### src/rtl/jk_cmd_sequencer.sv
// Command sequencer feeding a jk_flip_flop: buffers HOLD/SET/RESET/TOGGLE commands
// in a FIFO and drives registered J/K for each command's duration.
module jk_cmd_sequencer #(
  parameter int DEPTH = 4,
  parameter int DUR_W = 8
) (
  input  logic             CLK,
  input  logic             RST,
  input  logic             cmd_valid,
  output logic             cmd_ready,
  input  logic [1:0]       cmd_op,
  input  logic [DUR_W-1:0] cmd_dur,
  output logic             J,
  output logic             K,
  output logic             q_model,
  output logic             done,
  output logic             busy
);

  localparam int AW = (DEPTH > 1) ? $clog2(DEPTH) : 1;
  localparam int CW = AW + 1;

  typedef enum logic {
    S_IDLE  = 1'b0,
    S_APPLY = 1'b1
  } state_e;

  typedef struct packed {
    logic [1:0]       op;
    logic [DUR_W-1:0] dur;
  } cmd_t;

  cmd_t             mem_q [DEPTH];
  logic [AW-1:0]    wptr_q, wptr_d;
  logic [AW-1:0]    rptr_q, rptr_d;
  logic [CW-1:0]    count_q, count_d;
  state_e           state_q, state_d;
  logic [DUR_W-1:0] cnt_q, cnt_d;
  logic             j_q, j_d;
  logic             k_q, k_d;
  logic             q_q, q_d;
  logic             done_q, done_d;
  logic             busy_q, busy_d;

  logic             push;
  logic             pop;
  logic             fifo_empty;
  cmd_t             head;
  logic [DUR_W-1:0] head_len;

  // Handshake: a command transfers on a posedge where cmd_valid && cmd_ready;
  // the producer holds op/dur stable until then. cmd_ready uses the pre-edge count.
  assign fifo_empty = (count_q == '0);
  assign cmd_ready  = !RST && (count_q != CW'(DEPTH));
  assign push       = cmd_valid && cmd_ready;
  assign head       = mem_q[rptr_q];
  assign head_len   = (head.dur == '0) ? DUR_W'(1) : head.dur;
  assign pop        = !fifo_empty && ((state_q == S_IDLE) || (cnt_q == DUR_W'(1)));

  // Op encoding maps straight onto J/K: op[0] drives J, op[1] drives K.
  always_comb begin
    state_d = state_q;
    cnt_d   = cnt_q;
    j_d     = j_q;
    k_d     = k_q;
    if (pop) begin
      state_d = S_APPLY;
      cnt_d   = head_len;
      j_d     = head.op[0];
      k_d     = head.op[1];
    end else if (state_q == S_APPLY) begin
      if (cnt_q > DUR_W'(1)) begin
        cnt_d = cnt_q - DUR_W'(1);
      end else begin
        state_d = S_IDLE;
        j_d     = 1'b0;
        k_d     = 1'b0;
      end
    end else begin
      j_d = 1'b0;
      k_d = 1'b0;
    end
  end

  always_comb begin
    wptr_d  = push ? (wptr_q + AW'(1)) : wptr_q;
    rptr_d  = pop  ? (rptr_q + AW'(1)) : rptr_q;
    count_d = count_q;
    case ({push, pop})
      2'b10:   count_d = count_q + CW'(1);
      2'b01:   count_d = count_q - CW'(1);
      default: count_d = count_q;
    endcase
  end

  // Mirror of the downstream flip-flop, one edge behind J/K.
  always_comb begin
    q_d = q_q;
    case ({j_q, k_q})
      2'b10:   q_d = 1'b1;
      2'b01:   q_d = 1'b0;
      2'b11:   q_d = ~q_q;
      default: q_d = q_q;
    endcase
  end

  always_comb begin
    done_d = (state_d == S_APPLY) && (cnt_d == DUR_W'(1));
    busy_d = (state_d == S_APPLY) || (count_d != '0);
  end

  always_ff @(posedge CLK) begin
    if (RST) begin
      state_q <= S_IDLE;
      cnt_q   <= '0;
      j_q     <= 1'b0;
      k_q     <= 1'b0;
      q_q     <= 1'b0;
      done_q  <= 1'b0;
      busy_q  <= 1'b0;
      wptr_q  <= '0;
      rptr_q  <= '0;
      count_q <= '0;
    end else begin
      state_q <= state_d;
      cnt_q   <= cnt_d;
      j_q     <= j_d;
      k_q     <= k_d;
      q_q     <= q_d;
      done_q  <= done_d;
      busy_q  <= busy_d;
      wptr_q  <= wptr_d;
      rptr_q  <= rptr_d;
      count_q <= count_d;
    end
  end

  always_ff @(posedge CLK) begin
    if (push) begin
      mem_q[wptr_q] <= {cmd_op, cmd_dur};
    end
  end

  assign J       = j_q;
  assign K       = k_q;
  assign q_model = q_q;
  assign done    = done_q;
  assign busy    = busy_q;

endmodule

### config.mk
export PLATFORM = sky130hd
export DESIGN_NAME = jk_cmd_sequencer
export DESIGN_NICKNAME = d
export VERILOG_FILES = /design/src/rtl/jk_cmd_sequencer.sv
export SDC_FILE = /design/constraint.sdc
export NUM_CORES = 1
export LEC_CHECK = 0
export BUFFER_PORTS_ARGS = -buffer_cell sky130_fd_sc_hd__buf_4
export CORE_MARGIN = 8
export CORE_UTILIZATION = 56
export CTS_BUF_LIST = sky130_fd_sc_hd__clkbuf_2 sky130_fd_sc_hd__clkbuf_4 sky130_fd_sc_hd__clkbuf_8
export DETAILED_ROUTE_END_ITERATION = 10
export PLACE_DENSITY = 0.78
export REMOVE_ABC_BUFFERS = 1
export SLEW_MARGIN = 20
export SYNTH_ARGS = -nofsm -noshare
export SYNTH_HDL_FRONTEND = slang
export SYNTH_SLANG_ARGS = --single-unit
### constraint.sdc
create_clock -name CLK -period 3.35 [get_ports CLK]
set_clock_uncertainty 0.05 [all_clocks]
set_input_delay 0.335 -clock CLK [delete_from_list [all_inputs] [get_ports CLK]]
set_output_delay 0.335 -clock CLK [all_outputs]
set_load 0.1 [all_outputs]
# Word level (Yosys, flattened, before mapping)
# Memory sizes are Yosys's and may differ from the RTL's. A register that Yosys moved wholly into a read port is not among the register bits.
# Cells that the tools add are included.
dict set report totals {
  regBits 21
  latchBits 0
  ram_bits 40
  rom_bits 0
  inputBits 13
  output_inout_bits 6
  elab_cells 57
  mem_count 1
}
dict set report op_classes {
  addsub 5
  mul 0
  div_mod_pow 0
  n_lt_le_gt_ge 1
  eq_ne 9
  shift 0
  mux 17
  bitwise_logic 2
  reduce_logical 12
}
# memory depth word_bits read_ports rd_clocked_by_memory_dff write_ports line
set memory_table {}
lappend memory_table {mem_q 4 10 1 1 1 33} ;# cmd_t mem_q [DEPTH];
# operator count
set ops {}
lappend ops {{two-way mux 8 bit} 4}
lappend ops {{== test 8 x 1 -> 1 bit, second input constant} 2}
lappend ops {{two-way mux 1 bit} 9}
lappend ops {{> comparator 8 x 1 -> 1 bit, second input constant} 1}
lappend ops {{zero test 8 bit} 1}
lappend ops {{subtractor 8 x 1 -> 8 bit, second input constant} 1}
lappend ops {{== test 2 bit, second input constant} 3}
lappend ops {{!= test 3 bit, second input constant} 2}
lappend ops {{one-hot mux 3 bit (2 select lines)} 1}
lappend ops {{nonzero test 3 bit} 2}
lappend ops {{adder 2 x 1 -> 2 bit, second input constant} 2}
lappend ops {{== test 2 x 1 -> 1 bit, second input constant} 2}
lappend ops {{logical AND 1 bit} 4}
lappend ops {{two-way mux 2 bit} 2}
lappend ops {{adder 3 x 1 -> 3 bit, second input constant} 1}
lappend ops {{zero test 3 bit} 1}
lappend ops {{one-hot mux 1 bit (3 select lines)} 1}
lappend ops {{subtractor 3 x 1 -> 3 bit, second input constant} 1}
lappend ops {{zero test 1 bit} 2}
lappend ops {{logical OR 1 bit} 2}
lappend ops {{NOT 1 bit} 2}

# Depth between registers and ports, before layout
# Gate-level depths: netlist (run 1).
dict set report logic_depth {
  ltp_word 7
  mapped_depth 13
  mapped_depth_nobuf 13
}

# Worst setup path before layout (run 1)
# OpenSTA, ideal clock, no wires.
dict set report synth_path {
  path_type {register to register}
  start {reg count_q[0]}
  end {reg busy_q, in the netlist busy}
  setup_ns 0.134
  arrival_ns 3.905
  t_required_ns 3.166
  slack_ns -0.739
  stages_incl_launch_ff 12
  n_path_buf 0
  period_less_slack_ns 4.089
  path_cell_list {dfxtp_1 -> inv_1 -> a31oi_1 -> and2_1 -> inv_1 -> ha_1 -> inv_1 -> fa_1 -> xor2_1 -> or3_1 -> a21oi_1 -> or4_1}
}
dict set report synth_between {
  elab_chain_len 7
  elab_cells_between_ends 14
  classes_between {add/sub (2); eq/ne (3); mux (2); reduce/logical (7)}
}
# element line
set synth_rtl {}
lappend synth_rtl {{from (decl)} 36} ;# logic [CW-1:0] count_q, count_d;
lappend synth_rtl {{from (signal assigned)} 134} ;# count_q <= count_d;
lappend synth_rtl {{!= test 3 bit (*)} 54} ;# assign cmd_ready = !RST && (count_q != CW'(DEPTH));
lappend synth_rtl {{logical AND 1 bit (*)} 54}
lappend synth_rtl {{net cmd_ready} 10} ;# output logic cmd_ready,
lappend synth_rtl {{logical AND 1 bit (*)} 55} ;# assign push = cmd_valid && cmd_ready;
lappend synth_rtl {{== test 2 x 1 -> 1 bit or == test 2 bit (tied branches)} 89} ;# case ({push, pop})
lappend synth_rtl {{one-hot mux 3 bit (2 select lines) (*)} 89}
lappend synth_rtl {{nonzero test 3 bit (*)} 109} ;# busy_d = (state_d == S_APPLY) || (count_d != '0);
lappend synth_rtl {{logical OR 1 bit (*)} 109}
lappend synth_rtl {{to (signal assigned)} 131} ;# busy_q <= busy_d;
lappend synth_rtl {{to (decl)} 43} ;# logic busy_q, busy_d;
# The timed path passes the listed nets; every way through them passes the cells marked *.
# A chain may end at the register's enable or synchronous reset.

# Worst setup path in the final report (run 1)
dict set report layout_path {
  start {reg cnt_q[1]}
  end {reg busy_q, in the netlist busy}
}
dict set report layout_between {
  elab_chain_len 7
  elab_cells_between_ends 12
  classes_between {order compare (1); eq/ne (3); mux (4); reduce/logical (4)}
}
# element line
set layout_rtl {}
lappend layout_rtl {{from (decl)} 38} ;# logic [DUR_W-1:0] cnt_q, cnt_d;
lappend layout_rtl {{from (signal assigned)} 126} ;# cnt_q <= cnt_d;
lappend layout_rtl {{== test 8 x 1 -> 1 bit} 58} ;# assign pop = !fifo_empty && ((state_q == S_IDLE) || (cnt_q == DUR_W'(1)));
lappend layout_rtl {{logical OR 1 bit} 58}
lappend layout_rtl {{logical AND 1 bit} 58}
lappend layout_rtl {{== test 2 x 1 -> 1 bit or == test 2 bit (tied branches)} 89}
lappend layout_rtl {{one-hot mux 3 bit (2 select lines)} 89}
lappend layout_rtl {{nonzero test 3 bit} 109}
lappend layout_rtl {{logical OR 1 bit (*)} 109}
# Every way passes the cells marked *; elsewhere a longest branch is shown, timed or not.

==> metrics.md, run 1 <==
| Metric | Value |
|---|---|
| Slew @ Worst Pin | 711 ps |
| Starting Density | 0.576 |
| Post-synth ARST share | 0 |
| Hold crit path type | in -> reg |
| Post-Route WL | 4.79 mm |
| WHS Endpoint | mem_q[0][1] |
| Syn_area_per_cell | 13.7 um^2 |
| Hold Vio Cnt, Final | 0 |
| Antenna diode count | 0 |
| Rows | 25 |
| Largest net degree at the start of global routing | 22 |
| Gr ovfl total | 0 |
| Largest family of logic cells by synthesized area | simple AND/OR/NAND/NOR gates |
| Initial antenna violation count | 0 |
| Post-route clock period utilization | 0.919 |
| First-pass GRT wire length | 8.00 mm |
| Total Power | 2.99 mW |
| R2R Path End | busy |
| Syn Inst Count | 197 |
| Pleak | 1.16 nW |
| CTS tree | yes |
| Area occupied by multi-input gates | 968 um^2 |
| Hold Startpoint | cmd_dur[1] |
| Register bit count reported by yosys | 63 |
| Clk_lat worst skew | 330 ps |
| Final-layout fill cell count | 332 |
| Synth cell types | 49 |
| CP required | 3500 ps |
| Mux cell area share after synthesis | 0.0963 |
| H-Tree Depth | 3 |
| Hold path depth | 1 |
| Via Count | 1645 |
| Final std cells w/o fill | 285 |
| RSZ-0062 raised after global routing | no |
| Clk slew on worst S/H paths | 70 ps |
| CP max FO | 3 |
| First DRT Iteration DRCs | 62 |
| Final antenna-violating net count | 0 |
| Post-synth EDFFs | 40 |
| Die height | 85.5 um |
| Placed cells | 269 |
| Die width | 85.5 um |
| Dpl hpwl | 3.34 mm |
| CTS Hold Bufs | 0 |
| Flop-to-flop setup slack | 270 ps |
| Clock Tree Root | clkbuf_8 |
| Post-synthesis sequential area ratio | 0.615 |
| CTS sink cnt | 63 |
| VDD IR max | 0.000497 V |
| # DRC | 0 |
| Reg-to-reg critical path startpoint | cnt_q[1] |
| Ports | 19 |
| Post-synthesis compound-gate area fraction | 0.0764 |
| Area growth, synth to finish | 16.9% |
| CP endpoint kind | flip-flop |
| CTS Buffer Depth | 2 |
| Sequential Area | 1660 um^2 |
| Crit path launch type | flip-flop |
| Max Clock Freq | 0.325 GHz |
| Core ar. | 4690 um^2 |
| # port buffers | 18 |
| # setup viols final | 0 |
| Routability Congestion | 0.859 |
| Die ar. | 7310 um^2 |
| Synth Area in Adders | 0.0398 |
| Post-Synth Simple-Gate Area | 0.119 |
| Max cap viols | 0 |
| Synthesized area | 2700 um^2 |
| Via density per instance | 5.77 |
| Post-Synth XOR/XNOR Area | 0.0259 |
| GRT Util Overall | 0.145 |
| Vias in the first global route | 1727 |
| Ys Warns | 0 |
| Max_slew headroom | 0.519 |
| Cells on worst reg2reg path | 13 |
| Post-layout net count | 247 |
| Crit Path Category | reg -> reg |
| Pre-Repair DR Iteration Count | 4 |
| Post-DR wirelength/cell | 16.8 um |
| Top FF cell, synth | edfxtp_1 |
| Arr. time, crit path | 3230 ps |
| Minimum clock period | 3080 ps |
| Status | finished, final reports clean |
| Power per Cell Area | 945 nW/um^2 |
| Cts bufs inserted | 9 |
| Layout cells sized above 1 | 0.255 |
| Slew Viols, Final | 0 |
-- worst max path at each step --
stage | startpoint | end | slack (ps) | cells past startpoint
2_1_floorplan | count_q[0] | busy | -730 | 11
3_3_place_gp | cnt_q[1] | busy | 320 | 13
3_5_place_dp | cnt_q[1] | busy | 220 | 13
4_1_cts | cnt_q[1] | busy | 150 | 13
5_1_grt | cnt_q[1] | busy | 50 | 13
6_report | cnt_q[1] | busy | 270 | 13
-- critical path, cell delays in order (launching register included) --
cell and delay (ps):
dfxtp_1 320, inv_1 70, ha_1 170, or4b_1 490, o21ai_2 170, nand2_2 80
inv_1 80, ha_1 180, inv_1 60, fa_1 370, xor2_1 160, o21ai_0 150
a21oi_1 90, or4_1 520
-- flip-flops by register name, indices dropped and copies added, names as in the netlist, named ones only --
signal	cells
K	1
mem_q	40
state_q	1
J	1
busy	1
rptr_q	2
cnt_q	8
done	1
wptr_q	2
q_model	1
count_q	3
-- synth_stat cells (2+ instances only) --
cell type  count  area (um^2)
xor2_1         4         35.0
edfxtp_1      40         1200
dfxtp_1       23          460
o21ai_0        4         20.0
a21oi_1        7         35.0
and3_1         4         25.0
a31oi_1        2         12.5
nor2b_1        2         12.5
or3_1          3         18.8
ha_1           7         87.6
nor2_1        23         86.3
mux2i_1        2         20.0
o31ai_1        2         15.0
nor3_1         8         40.0
inv_1         13         48.8
o2111ai_1      2         17.5
and2_1         3         18.8
mux4_2        10          225
xnor2_1        4         35.0
clkbuf_1       2         7.51
nand2_1        4         15.0
-- final cells by class --
type / instances / area share
flip-flops and latches: 63 / 0.526
multi-input cells: 116 / 0.307
repair buffers: 23 / 0.0547
clock buffers: 10 / 0.0416
clock inverters: 6 / 0.0345
well taps: 54 / 0.0214
inverters: 13 / 0.0154
-- report_power, final --
group          internal, mW  switching, mW  total [mW]
Sequential            0.953          0.133        1.09
Combinational         0.474          0.652        1.13
Clock                 0.501          0.274       0.775
Total                  1.93           1.06        2.99
-- what timing repair did --
item,CTS,global route
endpoints found under the setup margin,0,1
setup buffers,0,0
resized for setup,0,2
-- logic make-up (layout without fill, tap and decap cells) --
group / Yosys count / after routing
flip-flops: 63 / 63
AND/OR/NAND/NOR: 60 / 60
AO/OA/AOI/OAI: 27 / 27
buffers and inverters: 18 / 52
multiplexers: 13 / 13
adder cells (fa/ha/maj): 8 / 8
XOR/XNOR: 8 / 8
-- metrics by stage --
stage,hold WS (ps),setup WS [ps],util,instance area [um^2],setup TNS (ps)
2_1_floorplan,354,-732,-,2680,-1440
3_3_place_gp,449,323,0.621,2920,0
3_5_place_dp,473,217,0.621,2920,0
4_1_cts,135,153,0.673,3160,0
5_1_grt,131,45.4,0.673,3160,0
6_report,153,271,0.673,3160,0
-- layer usage --
metal | routed length [um] | vias to the layer above | GRT usage
met5 | 0 | - | 0
met4 | 59 | 0 | 0.0732
met3 | 235 | 7 | 0.0473
met2 | 2470 | 40 | 0.246
met1 | 2030 | 802 | 0.159
li1 | - | 796 | -
-- cell usage in the layout (no fill, tap or decap), drive strengths merged, types with 7 or more instances in the layout --
| cell | n |
|---|---|
| a21oi | 7 |
| mux4 | 10 |
| inv | 13 |
| nor2 | 23 |
| nor3 | 8 |
| buf | 23 |
| clkbuf | 10 |
| ha | 7 |
| dfxtp | 23 |
| edfxtp | 40 |
Note: power is estimated with default switching activity, not from simulation.
==> inputs of run 2 (changes only) <==
--- a/config.mk
+++ b/config.mk
@@ -11,7 +11,6 @@
 export CTS_BUF_LIST = sky130_fd_sc_hd__clkbuf_2 sky130_fd_sc_hd__clkbuf_4 sky130_fd_sc_hd__clkbuf_8
 export DETAILED_ROUTE_END_ITERATION = 10
 export PLACE_DENSITY = 0.78
-export REMOVE_ABC_BUFFERS = 1
 export SLEW_MARGIN = 20
 export SYNTH_ARGS = -nofsm -noshare
 export SYNTH_HDL_FRONTEND = slang
==> run 2 against run 1 <==
  * Hold slack worse by 10 ps
  * Worst setup slack worse by 55 ps
  * Core utilization is 1.0 points lower
  * Cell area is 1.5% lower
  * Sequential power hardly changed
  * Clock-buffer cell count is 1 lower
  * Via count is 1.6% lower
  * Sequential cell count stayed put
  * Maximum frequency is 1.7% lower
  * First-iteration DRC count is 27% higher
  * Largest cell class unchanged
==> metrics.md, run 2 (synthesis gave the netlist of run 1 again) <==
| Metric | Value |
|---|---|
| Setup TNS Final | 0 ps (unchanged) |
| # port buffers | 18 (unchanged) |
| Int Pwr | 1.76 mW (was 1.93 mW) |
| CTS sink cnt | 63 (unchanged) |
| CP required | 3520 ps (was 3500 ps) |
| Most frequent cells in the layout | edfxtp_1 (40), dfxtp_1 (23), nor2_1 (23) (was edfxtp_1 (40), dfxtp_1 (23), nor2_1 (23), buf_4 (23), inv_1 (13)) |
| Sw frac | 0.377 (was 0.355) |
| Pre-CTS WS | 219 ps (was 217 ps) |
| GRT Util Overall | 0.139 (was 0.145) |
| Post-route clock period utilization | 0.935 (was 0.919) |
| First-pass GRT wire length | 7.73 mm (was 8.00 mm) |
| Core ar. | 4690 um^2 (unchanged) |
| Via density per instance | 5.70 (was 5.77) |
| Net Switching | 1.06 mW (about the same) |
| Ports | 19 (unchanged) |
| Die width | 85.5 um (unchanged) |
| Max cap viols | 0 (unchanged) |
| First DRT Iteration DRCs | 79 (was 62) |
| Final antenna-violating net count | 0 (unchanged) |
| Die ar. | 7310 um^2 (unchanged) |
| Die height | 85.5 um (unchanged) |
| VDD IR max | 0.000497 V (about the same) |
| Final Util | 0.663 (was 0.673) |
| Flop pwr share | 0.385 (was 0.364) |
| Rows | 25 (unchanged) |
| RSZ-0062 raised after global routing | no (unchanged) |
| Dpl hpwl | 3.26 mm (was 3.34 mm) |
| Final-layout fill cell count | 328 (was 332) |
| Post-layout net count | 246 (was 247) |
| Antenna diode count | 0 (unchanged) |
| Vias in the first global route | 1681 (was 1727) |
| Hold Vio Cnt, Final | 0 (unchanged) |
| Pre-Repair DR Iteration Count | 4 (unchanged) |
| Area growth, synth to finish | 15.1% (was 16.9%) |
| # setup viols final | 0 (unchanged) |
| Power per Cell Area | 908 nW/um^2 (was 945 nW/um^2) |
| CTS tree | yes (unchanged) |
| Cell repeated most along the worst path | inv_1 (unchanged) |
| Largest net degree at the start of global routing | 22 (unchanged) |
| Clk_lat worst skew | 340 ps (was 330 ps) |
| Layout cells sized above 1 | 0.248 (was 0.255) |
| Gr ovfl total | 0 (unchanged) |
| CTS Buffer Depth | 2 (unchanged) |
| Via Count | 1619 (was 1645) |
| Minimum clock period | 3130 ps (was 3080 ps) |
| Critical path buffers and inverters | 3 (unchanged) |
| Slew @ Worst Pin | 662 ps (was 711 ps) |
| Max reg flops | 40 (unchanged) |
| Routability Congestion | 0.809 (was 0.859) |
| Clock Tree Root | clkbuf_8 (unchanged) |
| Largest registers | mem_q (40), cnt_q (8), count_q (3) (unchanged) |
| Crit path launch type | flip-flop (unchanged) |
| Commonest non-fill, non-tap cell in the layout | edfxtp_1 (unchanged) |
| Max incr delay on CP | 510 ps (was 520 ps) |
| Arr. time, crit path | 3300 ps (was 3230 ps) |
| Clock power frac | 0.220 (was 0.260) |
| Final std cells w/o fill | 284 (was 285) |
| Max Clock Freq | 0.319 GHz (was 0.325 GHz) |
| Starting Density | 0.576 (unchanged) |
| Syn Nets | 218 |
| CP max FO | 3 (unchanged) |
| Critical-path cell list | inv_1 > ha_1 > or4b_1 > o21ai_1 > nand2_2 > inv_1 > ha_1 > inv_1 > fa_1 > xor2_1 > o21ai_0 > a21oi_1 > or4_1 (was inv_1 > ha_1 > or4b_1 > o21ai_2 > nand2_2 > inv_1 > ha_1 > inv_1 > fa_1 > xor2_1 > o21ai_0 > a21oi_1 > or4_1) |
| Sequential Area | 1660 um^2 (unchanged) |
| Post-Route WL | 4.77 mm (was 4.79 mm) |
| Post-DR wirelength/cell | 16.8 um (about the same) |
| Most flops, register | mem_q (unchanged) |
| Pleak | 1.12 nW (was 1.16 nW) |
| CTS Hold Bufs | 0 (unchanged) |
| Placed cells | 268 (was 269) |
| # DRC | 0 (unchanged) |
| Comb pwr share | 0.395 (was 0.377) |
| Slew Viols, Final | 0 (unchanged) |
| Cts bufs inserted | 9 (unchanged) |
| Area occupied by multi-input gates | 980 um^2 (was 968 um^2) |
| Crit Path Category | reg -> reg (unchanged) |
| CP endpoint kind | flip-flop (unchanged) |
| Max_slew headroom | 0.552 (was 0.519) |
| Fin worst setup slack | 216 ps (was 271 ps) |
| CP max stage cell | or4_1 (unchanged) |
| Initial antenna violation count | 0 (unchanged) |
| Total Power | 2.83 mW (was 2.99 mW) |
| Hold crit path type | in -> reg (unchanged) |
| Status | finished, final reports clean (unchanged) |
| CP top delay family | simple AND/OR/NAND/NOR gates (unchanged) |
| H-Tree Depth | 3 (unchanged) |
| Clk slew on worst S/H paths | 70 ps (about the same) |
==> run 2: cell types whose count changed in the layout (fill, tap and decap cells not counted) <==
cell        previous run  this run
a31oi_4                0         1
bufinv_16              3         1
o21ai_2                1         0
a31oi_1                2         1
clkinv_2               2         3
clkbuf_4               1         0
o21ai_1                0         1
clkinvlp_4             0         2
clkinv_1               0         1
clkinv_4               1         0
buf_4                 23        22
==> run 2: through the flow <==
stage	cell area [um^2]	hold WS (ps)
final	3110	143
after global routing	3110	123
after CTS	3110	129
after detailed placement	2920	461
after global placement	2920	448
after floorplan	2720	384
==> run 2: timing repair <==
| item | in CTS | in global routing |
|---|---|---|
| resized for setup | 0 | 1 |
| endpoints found under the hold margin | 0 | 0 |
| endpoints found under the setup margin | 0 | 1 |
| setup buffers | 0 | 0 |
==> run 2: area by class of cell <==
type                       instances  area share
clock buffer                       9      0.0398
inverter                          13      0.0157
timing repair buffer              22      0.0531
multi-input combinational        116       0.315
sequential                        63       0.534
clock inverter                     7      0.0205
tap                               54      0.0217
==> run 2: path summary, 6_finish.rpt <==
check	cells after the start	from	endpoint	slack [ps]
worst min-delay path	1	cmd_dur[1]	mem_q[2][1]	140
worst max-delay path	13	cnt_q[1]	busy	220
worst min register to register	2	rptr_q[1]	flip-flop	470
worst max register to register	13	cnt_q[1]	busy	220
==> run 2: routing by layer <==
metal | vias to the layer above | routed length [um] | track usage
li1 | 793 | - | -
met3 | 10 | 187 | 0.0531
met1 | 791 | 2110 | 0.159
met4 | 0 | 80 | 0.0685
met2 | 25 | 2390 | 0.224
met5 | - | 0 | 0
==> run 2: power by group through the flow <==
stage               combinational (mW)  sequential, mW  clock, mW
floorplan                        0.792            1.17          0
global placement                  1.10            1.10          0
detailed placement                1.10            1.10          0
CTS                               1.12            1.09      0.638
global route                      1.22            1.11      0.672
finish                            1.12            1.09      0.622
